[src/rtl/fifo_pkg.sv]
// fifo_pkg: shared types, parameter checks and sizing helpers for the flop FIFO
package fifo_pkg;
  typedef enum {FIFO_STD, FIFO_FWFT} fifo_mode_e;
  function automatic bit params_ok(int depth, int af_th, int ae_th);
    return depth >= 2 && ae_th >= 0 && ae_th < af_th && af_th <= depth;
  endfunction
  function automatic int cnt_w(int depth);
    return $clog2(depth + 1);
  endfunction
endpackage

[src/rtl/fifo_ptr.sv]
// fifo_ptr: modulo-depth wrapping pointer
module fifo_ptr #(
  parameter int depth = 16
) (
  input  logic                     clk,
  input  logic                     rst,
  input  logic                     i_inc,
  output logic [$clog2(depth)-1:0] o_ptr
);
  localparam int PW = $clog2(depth);
  // advance on accept, wrapping from depth-1 back to 0 for any depth
  always_ff @(posedge clk)
    o_ptr <= rst ? '0 : !i_inc ? o_ptr : (o_ptr == PW'(depth - 1)) ? '0 : o_ptr + 1'b1;
endmodule

[src/rtl/fifo_flops_prog.sv]
// fifo_flops_prog: flop FIFO with programmable thresholds, count, sticky errors and FWFT option
module fifo_flops_prog import fifo_pkg::*; #(
  parameter int depth = 16,
  parameter int bits  = 8,
  parameter int af_th = 12,
  parameter int ae_th = 4,
  parameter int fwft  = 0
) (
  input  logic                       clk,
  input  logic                       rst,
  input  logic                       push,
  input  logic                       pop,
  input  logic [bits-1:0]            Din,
  output logic [bits-1:0]            Dout,
  output logic                       full,
  output logic                       empty,
  output logic                       almost_full,
  output logic                       almost_empty,
  output logic [cnt_w(depth)-1:0]    count,
  output logic                       overflow,
  output logic                       underflow,
  input  logic                       clr_err
);
  localparam int CW = cnt_w(depth);
  localparam int AW = $clog2(depth);
  localparam fifo_mode_e MODE = (fwft != 0) ? FIFO_FWFT : FIFO_STD;

  if (!params_ok(depth, af_th, ae_th)) begin : g_bad_params
    $error("fifo_flops_prog: need depth >= 2 and 0 <= ae_th < af_th <= depth");
  end

  logic [bits-1:0] r_mem [depth];
  logic [AW-1:0]   w_wr_ptr, w_rd_ptr;
  logic            w_pop_acc, w_push_acc;
  logic [CW-1:0]   w_cnt_next;

  assign w_pop_acc  = pop & ~empty;
  assign w_push_acc = push & (~full | w_pop_acc);
  assign w_cnt_next = count + CW'(w_push_acc) - CW'(w_pop_acc);

  fifo_ptr #(.depth(depth)) u_wr_ptr (.clk(clk), .rst(rst), .i_inc(w_push_acc), .o_ptr(w_wr_ptr));
  fifo_ptr #(.depth(depth)) u_rd_ptr (.clk(clk), .rst(rst), .i_inc(w_pop_acc),  .o_ptr(w_rd_ptr));

  // storage is never reset; only accepted pushes write
  always_ff @(posedge clk)
    if (w_push_acc) r_mem[w_wr_ptr] <= Din;

  // occupancy, flags from the next count, and sticky errors where a new violation beats clr_err
  always_ff @(posedge clk) begin
    if (rst) begin
      count        <= '0;
      empty        <= 1'b1;
      full         <= 1'b0;
      almost_empty <= 1'b1;
      almost_full  <= 1'b0;
      overflow     <= 1'b0;
      underflow    <= 1'b0;
    end else begin
      count        <= w_cnt_next;
      empty        <= w_cnt_next == '0;
      full         <= w_cnt_next == CW'(depth);
      almost_full  <= w_cnt_next >= CW'(af_th);
      almost_empty <= w_cnt_next <= CW'(ae_th);
      overflow     <= (push & ~w_push_acc) | (overflow & ~clr_err);
      underflow    <= (pop & empty) | (underflow & ~clr_err);
    end
  end

  if (MODE == FIFO_FWFT) begin : g_fwft
    assign Dout = empty ? '0 : r_mem[w_rd_ptr];
  end else begin : g_std
    // registered read: head word lands on Dout the cycle after an accepted pop
    always_ff @(posedge clk)
      if (rst) Dout <= '0;
      else if (w_pop_acc) Dout <= r_mem[w_rd_ptr];
  end
endmodule

[config.mk]
export PLATFORM = sky130hd
export DESIGN_NAME = fifo_flops_prog
export DESIGN_NICKNAME = d
export VERILOG_FILES = /design/src/rtl/fifo_pkg.sv /design/src/rtl/fifo_ptr.sv /design/src/rtl/fifo_flops_prog.sv
export SDC_FILE = /design/constraint.sdc
export NUM_CORES = 1
export LEC_CHECK = 0
export ABC_AREA = 1
export CORE_MARGIN = 2
export CORE_UTILIZATION = 50
export CTS_CLUSTER_DIAMETER = 100
export CTS_CLUSTER_SIZE = 30
export DETAILED_ROUTE_END_ITERATION = 16
export HOLD_SLACK_MARGIN = 0.02
export PLACE_DENSITY = 0.68
export SYNTH_ARGS = -nofsm -noshare
export SYNTH_HDL_FRONTEND = slang
export SYNTH_HIERARCHICAL = 1
export SYNTH_SLANG_ARGS = --single-unit
[constraint.sdc]
create_clock -name clk -period 4.76 [get_ports clk]
set_clock_uncertainty 0.05 [all_clocks]
set_input_delay 0.476 -clock clk [delete_from_list [all_inputs] [get_ports clk]]
set_output_delay 0.476 -clock clk [all_outputs]
set_load 0.05 [all_outputs]
==> results.md <==
- Leakage: 0.00282 uW
- Sw Pwr: 1260 uW
- Clock Tree Buf Depth: 2
- Number of remaining DRC errors: 0
- Worst hold path class: flop to flop
- Post-synth net total: 639
- CTS tree: yes
- HP Start: overflow
- Syn. warnings: 6
- CP Max Fanout: 24
- Total Wirelength: 13,700 um
- Final Max Tran Viols: 0
- Critical Path Source Type: primary input
- Syn-to-layout area delta: 13.4%
- Filler cells: 1,046
- Clock Sinks: 155
- Worst Setup Path Type: primary input to flop
- Unrepaired setup endpoints after global routing: no
- Cells after Synth: 618
- Core area: 0.0127 mm^2
- Commonest non-fill, non-tap cell in the layout: nand2_1
- IO Pins: 32
- Cell area after layout: 0.00740 mm^2
- Status: completed
- Global-route wire length before repair: 21,800 um
- Final-report hold violation count: 0
- Vias in the first global route: 4,095
- Syn Std Cell Area: 0.00653 mm^2
- Final #Nets: 664
- Largest stage delay, worst path: 470 ps
- Layout cells sized above 1: 6.26%
- GRT overflow: 0
- Total GRT Usage: 20.6%
- VDD IR max: 0.244 mV
- Antenna violations before repair: 0
- Placement Cell Area: 0.00686 mm^2
- Post-DP HPWL: 8550 um
- Initial DRT Pass Iterations: 5
- CP Launch Point: pop
- Die Y-Extent: 118 um
- Tot Pwr: 3900 uW
- Cell-internal power: 2640 uW
- PD cells: 527 mW/mm^2
- Critical-path cell list: clkdlybuf4s50_1 > inv_1 > nor2_4 > inv_2 > nand2_1 > nand2_1 > ha_1 > inv_1 > ha_1 > fa_1 > nand3_1 > nand2_1 > and2_1 > nor2_1 > nor2_2 > inv_1 > o21ai_0
- Largest net degree at the start of global routing: 68
- Delay-heaviest family, CP: simple AND/OR/NAND/NOR gates
- Mean post-synth cell area: 10.6 um^2
- CTS Buf Count: 17
- Root buf cell: clkbuf_16
- Via count: 4,378
- Initial DRC count: 381
- Tightest Pin Transition: 1100 ps
- Ant. Diodes: 0
- Final period utilization: 63.0%
- Final setup margin: 1760 ps
- RD Place Congestion: 0.823
- Clk pin slew, worst setup/hold paths: 60 ps
- Yosys reg bits: 155
- Clock Latency Late Sink: 430 ps
- Starting density of the core: 51.5%
- DIE WIDTH: 118 um
- Worst path arrival time: 3250 ps
- Worst relative slew slack: 26.9%
- Post-CTS Setup Repair Bufs: 0
- Vias per inst: 5.29
- Clock power frac: 32.1%
- Die ar.: 0.0140 mm^2
- Avg WL per Cell: 16.5 um
- Sw Share: 32.3%
- FP Rows: 41
- Buf+Inv Stages, Crit Path: 5
- Final Critical Period: 3000 ps
- Post-CTS Resized: 0
- Setup TNS: 0 ps
- Register area share after synthesis: 67.2%
- Post-DRT Antenna Nets: 0
- CP required: 5010 ps
- Htree depth: 4
- Pre-CTS setup slack: 1340 ps
- R2R Path Start: empty
- Combinational share of power: 26.6%
- Max Cap Violations: 0
- Count of cell types in the netlist: 23
- Most frequent cells in the layout: nand2_1 (196), edfxtp_1 (128), nand3_1 (112)
- Hold-fix buffer count after cts: 0
- Port bufs: 31
- Setup violations, final: 0
- Worst path slowest cell: clkdlybuf4s50_1
- Fmax achieved: 334 MHz
- CP endpoint kind: flop
- Flop pwr share: 41.3%
[cell usage after synthesis]
| cell | count | area (um^2) |
|---|---|---|
| dfxtp_1 | 27 | 541 |
| and2_1 | 1 | 6.26 |
| buf_2 | 11 | 55.1 |
| ha_1 | 7 | 87.6 |
| fa_1 | 1 | 20.0 |
| nand2_2 | 2 | 12.5 |
| nor2_1 | 47 | 176 |
| nand3_1 | 112 | 561 |
| buf_6 | 10 | 113 |
| xnor2_1 | 1 | 8.76 |
| nor2_2 | 3 | 18.8 |
| a21oi_1 | 11 | 55.1 |
| xor2_1 | 2 | 17.5 |
| edfxtp_1 | 128 | 3840 |
| o21ai_0 | 4 | 20.0 |
| inv_2 | 4 | 15.0 |
| inv_1 | 38 | 143 |
| buf_4 | 5 | 37.5 |
| clkbuf_1 | 1 | 3.75 |
| nand3_2 | 4 | 40.0 |
| clkinv_1 | 2 | 7.51 |
| nor2_4 | 1 | 11.3 |
| nand2_1 | 196 | 736 |
[per-stage QoR]
stage | instances | hold slack [ps] | utilization [%]
floorplan | 618 | 474 | -
global placement | 796 | 397 | 54.2
detailed placement | 796 | 406 | 54.2
CTS | 827 | 415 | 58.4
global route | 827 | 434 | 58.4
finish | 827 | 414 | 58.4
[area by class of cell]
cell class / instances / area [um^2] / area share, %
clock buffer: 19 / 433 / 5.85
inverter: 44 / 165 / 2.23
tap: 172 / 215 / 2.91
timing repair buffer: 33 / 325 / 4.40
multi-input combinational: 392 / 1770 / 23.9
sequential: 155 / 4390 / 59.3
clock inverter: 12 / 106 / 1.44
[kinds of logic (layout without fill, tap and decap cells)]
group	Yosys count	in the layout	share of synthesized area, %
AOI/OAI and AO/OA	15	15	1.15
xor gates and xnor gates	3	3	0.403
adders and majority gates	8	8	1.65
buffers and inverters	71	108	5.73
DFF	155	155	67.2
and+or+nand+nor	366	366	23.9
[path summary, 6_finish.rpt]
kind | to | slack, ps | cells past startpoint
worst max-delay path | almost_full | 1760 | 17
worst min-delay path | overflow | 410 | 2
worst max register to register | almost_full | 1970 | 15
worst min register to register | overflow | 410 | 2
[power by group through the flow]
stage	combinational, uW	sequential, uW	clock (uW)
floorplan	599	1810	0
global placement	1000	1640	0
detailed placement	1030	1640	0
CTS	1040	1610	1270
global route	1150	1620	1320
finish	1030	1610	1250
[flip-flops by register name, indices dropped and copies added (netlist names)]
register,count
r_mem,128
Dout,8
count,5
u_rd_ptr/o_ptr,4
u_wr_ptr/o_ptr,4
almost_empty,1
almost_full,1
empty,1
full,1
overflow,1
underflow,1
[layer usage]
metal	up-vias	wire length (um)	global-route usage [%]
met5	-	0	0
met4	0	263	7.76
met3	19	976	5.45
met2	142	6300	31.4
met1	2094	6120	28.2
li1	2123	-	-
[worst reg2reg max path: stages (launching register included)]
cell and delay, ps:
dfxtp_1 350, nor2_4 460, inv_2 80, nand2_1 70, nand2_1 80, ha_1 280
inv_1 40, ha_1 200, fa_1 410, nand3_1 100, nand2_1 60, and2_1 140
nor2_1 110, nor2_2 70, inv_1 100, o21ai_0 70
Power figures use the tool's default switching activity.
